--- config.mk ---
export PLATFORM = sky130hd
export DESIGN_NAME = toggle_period_meter
export DESIGN_NICKNAME = d
export VERILOG_FILES = /design/src/rtl/toggle_period_meter.sv
export SDC_FILE = /design/constraint.sdc
export NUM_CORES = 1
export LEC_CHECK = 0
export ABC_AREA = 1
export CORE_ASPECT_RATIO = 0.6
export CORE_MARGIN = 10
export CORE_UTILIZATION = 35
export CTS_CLUSTER_SIZE = 8
export DETAILED_ROUTE_END_ITERATION = 8
export GPL_ROUTABILITY_DRIVEN = 0
export PLACE_DENSITY = 0.6
export SYNTH_ARGS = -nofsm -noshare
export SYNTH_HDL_FRONTEND = slang
export SYNTH_SLANG_ARGS = --single-unit
--- constraint.sdc ---
create_clock -name Clk50M -period 2.9 [get_ports Clk50M]
set_clock_uncertainty 0.05 [all_clocks]
set_input_delay 0.58 -clock Clk50M [delete_from_list [all_inputs] [get_ports Clk50M]]
set_output_delay 0.58 -clock Clk50M [all_outputs]
set_load 0.02 [all_outputs]
--- src/rtl/toggle_period_meter.sv ---
// toggle_period_meter
//   Receive-side monitor for a slow square wave (e.g. an LED blink output).
//   Measures the period (rise to rise) and the high time (rise to fall) of the
//   asynchronous input sig_in in Clk50M cycles. It flags loss of activity when
//   no rising edge arrives within TIMEOUT cycles.
//
//   Optional feature macro: PERIOD_CHECK_EN
//     defined   -> period_ok flags a period within EXP_PERIOD +/- TOL
//     undefined -> period_ok is tied to 0
//
// Ports
//   Clk50M     in   1      system clock
//   Rst_n      in   1      asynchronous reset, active low
//   sig_in     in   1      asynchronous square wave under measurement
//   period     out  CNT_W  last complete period, rise to rise, in cycles
//   high_time  out  CNT_W  high portion of that period, in cycles
//   valid      out  1      one-cycle pulse when period/high_time update
//   timeout    out  1      sticky activity-loss flag, cleared by next valid
//   period_ok  out  1      period within tolerance (PERIOD_CHECK_EN only)
//
// TIMEOUT must be below 2**CNT_W so that cnt never wraps.

module toggle_period_meter #(
    parameter int unsigned CNT_W      = 27,
    parameter int unsigned TIMEOUT    = 100_000_000,
    parameter int unsigned EXP_PERIOD = 50_000_000,
    parameter int unsigned TOL        = 1_000
) (
    input  logic             Clk50M,
    input  logic             Rst_n,
    input  logic             sig_in,
    output logic [CNT_W-1:0] period,
    output logic [CNT_W-1:0] high_time,
    output logic             valid,
    output logic             timeout,
    output logic             period_ok
);

    typedef enum logic [1:0] {
        IDLE,
        HIGH,
        LOW
    } state_t;

    localparam logic [CNT_W-1:0] CNT_LIMIT = CNT_W'(TIMEOUT - 1);

    state_t           state, state_nxt;
    logic             sync1, sync2, sig_d;
    logic             rise, fall;
    logic [CNT_W-1:0] cnt, cnt_nxt, cnt_inc;
    logic [CNT_W-1:0] hi_cnt, hi_cnt_nxt;
    logic [CNT_W-1:0] period_nxt, high_time_nxt;
    logic             valid_nxt, timeout_nxt;
    logic             at_limit;
    logic             to_evt;

    // Two-flop synchroniser plus one edge-detect flop. Every edge sees the
    // same latency, so rise-to-rise and rise-to-fall distances are exact.
    always_ff @(posedge Clk50M or negedge Rst_n) begin
        if (!Rst_n) begin
            sync1 <= 1'b0;
            sync2 <= 1'b0;
            sig_d <= 1'b0;
        end else begin
            sync1 <= sig_in;
            sync2 <= sync1;
            sig_d <= sync2;
        end
    end

    assign rise     = sync2 & ~sig_d;
    assign fall     = ~sync2 & sig_d;
    assign cnt_inc  = cnt + 1'b1;
    assign at_limit = (cnt == CNT_LIMIT);

    always_ff @(posedge Clk50M or negedge Rst_n) begin
        if (!Rst_n) begin
            state     <= IDLE;
            cnt       <= '0;
            hi_cnt    <= '0;
            period    <= '0;
            high_time <= '0;
            valid     <= 1'b0;
            timeout   <= 1'b0;
        end else begin
            state     <= state_nxt;
            cnt       <= cnt_nxt;
            hi_cnt    <= hi_cnt_nxt;
            period    <= period_nxt;
            high_time <= high_time_nxt;
            valid     <= valid_nxt;
            timeout   <= timeout_nxt;
        end
    end

    always_comb begin
        state_nxt     = state;
        cnt_nxt       = cnt;
        hi_cnt_nxt    = hi_cnt;
        period_nxt    = period;
        high_time_nxt = high_time;
        valid_nxt     = 1'b0;
        timeout_nxt   = timeout;
        to_evt        = 1'b0;

        case (state)
            IDLE: begin
                cnt_nxt = '0;
                if (rise) begin
                    state_nxt = HIGH;
                end
            end

            HIGH: begin
                // A rise cannot occur here; the limit check wins over a fall
                // arriving in the very cycle the limit is reached.
                cnt_nxt = cnt_inc;
                if (at_limit) begin
                    state_nxt   = IDLE;
                    cnt_nxt     = '0;
                    timeout_nxt = 1'b1;
                    to_evt      = 1'b1;
                end else if (fall) begin
                    hi_cnt_nxt = cnt_inc;
                    state_nxt  = LOW;
                end
            end

            LOW: begin
                cnt_nxt = cnt_inc;
                if (rise) begin
                    period_nxt    = cnt_inc;
                    high_time_nxt = hi_cnt;
                    valid_nxt     = 1'b1;
                    timeout_nxt   = 1'b0;
                    cnt_nxt       = '0;
                    state_nxt     = HIGH;
                end else if (at_limit) begin
                    state_nxt   = IDLE;
                    cnt_nxt     = '0;
                    timeout_nxt = 1'b1;
                    to_evt      = 1'b1;
                end
            end

            default: begin
                state_nxt = IDLE;
                cnt_nxt   = '0;
            end
        endcase
    end

`ifdef PERIOD_CHECK_EN
    localparam int unsigned PER_MIN = (EXP_PERIOD > TOL) ? (EXP_PERIOD - TOL) : 0;
    localparam int unsigned PER_MAX = EXP_PERIOD + TOL;

    // Evaluated on the value being latched into period, so period_ok
    // updates in the same cycle as period and valid.
    always_ff @(posedge Clk50M or negedge Rst_n) begin
        if (!Rst_n) begin
            period_ok <= 1'b0;
        end else if (valid_nxt) begin
            period_ok <= (32'(cnt_inc) >= PER_MIN) && (32'(cnt_inc) <= PER_MAX);
        end else if (to_evt) begin
            period_ok <= 1'b0;
        end
    end
`else
    logic unused_cfg;
    assign unused_cfg = ^{EXP_PERIOD, TOL, to_evt};
    assign period_ok  = 1'b0;
`endif

endmodule
==> Word level (Yosys, flattened, before mapping) <==
Cells that the tools add are included.
{ "op_classes": {"eq_ne": 6, "reduce_logical": 5, "n_addsub": 1, "muxes": 14, "bitwise": 5} }
{ "ops": {"columns": ["cell", "n"], "rows": [
  ["$mux 27", 2],
  ["$pmux 27 s2", 1],
  ["$add 27x1->27 const B", 1],
  ["$eq 27x27->1 const B", 1],
  ["$mux 2", 5],
  ["$ne 3x3->1 const B", 2],
  ["$pmux 2 s3", 1],
  ["$reduce_and 3->1", 2],
  ["$mux 1", 4],
  ["$not 1->1", 3],
  ["$and 1x1->1", 2],
  ["$eq 2x1->1 const B", 1],
  ["$eq 2x2->1 const B", 1],
  ["$logic_not 2->1", 1],
  ["$ne 2x2->1 const B", 1],
  ["$pmux 1 s2", 1],
  ["$reduce_and 2->1", 1],
  ["$reduce_bool 2->1", 1]
]} }
{ "word_totals": {"regBits": 115, "word_cells": 41, "output_inout_bits": 57} }

==> Longest topological paths before layout <==
{ "depth": {"depth_word": 5, "mapped_depth": 11, "mapped_depth_nobuf": 11} }

==> Least setup slack after synthesis <==
OpenSTA, ideal clock, no wires.
{ "synth_path": {"kind": "register -> register", "start": "register cnt[0]", "end": "register cnt[15]", "slack_ns": 1.197, "path_stages_with_launch": 12, "arrival_ns": 1.528, "synth_period_minus_slack_ns": 1.703, "cell_sequence": "dfrtp_1 > ha_1 > nand2_2 > nor2_4 > nand2_2 > nor2_4 > nand2_2 > nand2_1 > nand2_2 > nand2_4 > buf_12 > nor2_2"} }
{ "synth_via": {"elab_chain_len": 4, "word_cells_on_any_way": 5} }
{ "synth_rtl": {"columns": ["item", "line_no", "rtl"], "rows": [
  ["from (decl)", "50", "logic [CNT_W-1:0] cnt, cnt_nxt, cnt_inc;"],
  ["from (signal assigned)", "87", "cnt <= cnt_nxt;"],
  ["$add 27x1->27 / $eq 27x27->1 (equally long branches)", "73, 74", null],
  ["$mux 27 (*)", "118, 138", null],
  ["$mux 27", "131", "if (rise) begin"],
  ["$pmux 27 s2 (*)", "106", "case (state)"],
  ["via cnt_nxt[15]", "50", null]
]} }
The timed path passes the listed nets; every way through them passes the cells marked *.
A chain may end at the register's enable or synchronous reset.

==> Worst setup path in the final report <==
{ "layout_path": {"start": "register period[26]", "end": "output port period[26]"} }
{ "layout_lines": {"columns": ["item", "line_no", "rtl"], "rows": [
  ["from (decl)", "32", "output logic [CNT_W-1:0] period,"],
  ["from (signal assigned)", "89", "period <= period_nxt;"]
]} }
No word-level cell between the ends.

==> reports/results.ini <==
[clocking]
ctsHoldBuffers=0
insertion_delay_ns=0.41
clock_path_buffers=2
clk_pin_slew_ns=0.06
clockRootBuffer=clkbuf_16
cts_setup_buffers=0
cts_tree=yes
numCtsBuffers=17
h-tree-depth=4
ctsResizeCount=0
clock-sinks=115

[final_layout]
diodes=0
fin_nets=619
area_delta_synth_final_pct=28.0
fin_cells=816
design_area_um2=6300
layout-drive-gt1-share_pct=11.7

[worst_setup_path]
cp.depth=1
critical_path_class=register to output port
path_buf_inv=1
cp-start-kind=register
required_ns=2.27
cp_slowest_cell=clkdlybuf4s50_1
end_kind=output port
r2r_slack_ns=0.85
rr_startpoint=cnt[0]
crit_path_end=period[26]
cpLargestDelayFamily=buffers and inverters
cp_max_fo=2
cp_cell_sequence=clkdlybuf4s50_1
r2r_end=cnt[26]
slowest_delay_ns=0.64
critPathArrivalTime_ns=1.47
crit_start=period[26]
r2r_cells=10

[run_status]
status=complete, no violations

[placement]
dp_cells=784
hpwl_um=7900
place_area_um2=5670
port-buffer-count=58

[global_routing]
antenna_found_initial=0
gr-total-overflow=0
grt_max_degree=86
grt_first_pass_wirelength_um=19500
grt_use_total_pct=12.3
grt_pass1_vias=3829

[die]
die_area_um2=19400
start_util_pct=35.9
die_x_um=173
rows=33
core_um2=13700
boundaryPins=60
die_h_um=112

[logic_synthesis]
synth_seq_cells=115
yosysWarnings=0
async_reset_ff_share_pct=100
avgSynthCellArea_um2=8.98
synthDistinctLibCells=30
synth_nets=556
synth_area_um2=4920
seq_area_frac_synth_pct=58.5
synth_cells=548
synthFlopType=dfrtp_1
synth_edf_count=0

[timing]
hold_viol=0
setup_viol=0
period_share_pct=72.4
worstMarginPinSlew_ns=0.783
finalMaxSlewViolations=0
finalCriticalPeriod_ns=2.10
maxClockFrequency_mhz=476
slew_headroom_pct=47.5
tns_ns=0
rsz0062_at_grt=false

[routing]
ant_nets=0
wl_per_cell_um=14.0
drt_iter0_markers=266
wl_um=11400
dr.pass1.iters=4
vias_per_cell=4.53
drc=0
via_count=3700

[pwr]
power.density_nw_per_um2=698
power_w=0.00439
leakage_nw=2.87
ir_drop_uv=426

[run]
maxCapViolCount=0

[min_path]
min_path_type=input port to async pin

Yosys cell counts, drive strengths merged (2+ instances only):
library cell / number / share of area (%)
xnor2: 3 / 0.53
nor2: 58 / 6.2
xor2: 14 / 2.5
inv: 46 / 3.5
nor3: 2 / 0.20
nand3: 12 / 1.2
ha: 5 / 1.3
nand4: 6 / 0.89
o21ai: 57 / 5.8
buf: 11 / 1.8
clkbuf: 8 / 0.61
a21oi: 7 / 0.71
dfrtp: 115 / 58
nand2: 198 / 16
how the worst min path moves through the flow:
stage	from	slack [ns]	depth (start not counted)	to
after floorplan	Rst_n	0.23	0	cnt[0]
after global placement	sync1	0.29	0	sync2
after detailed placement	sync1	0.30	0	sync2
after CTS	Rst_n	0.03	1	high_time[2]
after global routing	Rst_n	0.05	1	period[1]
final	Rst_n	0.03	1	high_time[2]
sequential cells by signal, summed over array words and instances (netlist names):
signal	count
cnt	27
hi_cnt	27
high_time	27
period	27
state	2
sig_d	1
sync1	1
sync2	1
timeout	1
valid	1
cells by family (layout without fill, tap and decap cells):
logic type	after synthesis	after routing	share of synthesized area (%)
flip-flops	115	115	58.5
other	1	1	0.0762
adder cells (fa/ha/maj)	5	5	1.27
buffers and inverters	66	142	6.03
XOR/XNOR	17	17	3.03
AO/OA/AOI/OAI	66	66	6.82
AND/OR/NAND/NOR	278	278	24.3
final cells by class:
type / instances / area (um^2)
Sequential cell: 115 / 2880
Tap cell: 192 / 240
Inverter: 47 / 176
Timing Repair Buffer: 63 / 628
Multi-Input combinational cell: 367 / 1750
Fill cell: 1316 / 7410
Clock buffer: 19 / 443
Clock inverter: 13 / 183
report_power, final:
part	total, W	internal, W	switching, W
sequential	0.00171	0.00167	0.0000406
clock	0.00221	0.00146	0.000753
combinational	0.000478	0.000141	0.000337
total	0.00439	0.00326	0.00113
cell usage in the layout (no fill, tap or decap), types with 3 or more instances in the layout:
master	n
buf_4	5
nand2_1	191
dfrtp_1	115
clkinv_2	3
xnor2_1	3
clkinvlp_4	4
nor2_1	31
nand4_1	5
nand3_1	12
clkdlybuf4s50_1	57
a21oi_1	7
o21ai_0	48
nor2_4	4
xor2_1	14
ha_1	5
nand2_2	6
clkbuf_16	17
o21ai_1	9
nor2_2	23
bufinv_16	4
inv_1	45
metrics by stage:
step	hold slack [ns]	worst slack, ns	util, %
2_1_floorplan	0.234	1.20	-
3_3_place_gp	0.290	0.934	41.4
3_5_place_dp	0.297	0.865	41.4
4_1_cts	0.0270	0.795	45.9
5_1_grt	0.0482	0.644	45.9
6_report	0.0283	0.799	45.9
metal layers:
metal / GRT usage (%) / wire length, um / up-vias
met1: 17.1 / 5930 / 1769
met4: 4.75 / 144 / 0
met5: 0 / 0 / -
li1: - / - / 1832
met3: 4.08 / 691 / 16
met2: 17.2 / 4650 / 83
(Power assumes the default switching activity.)
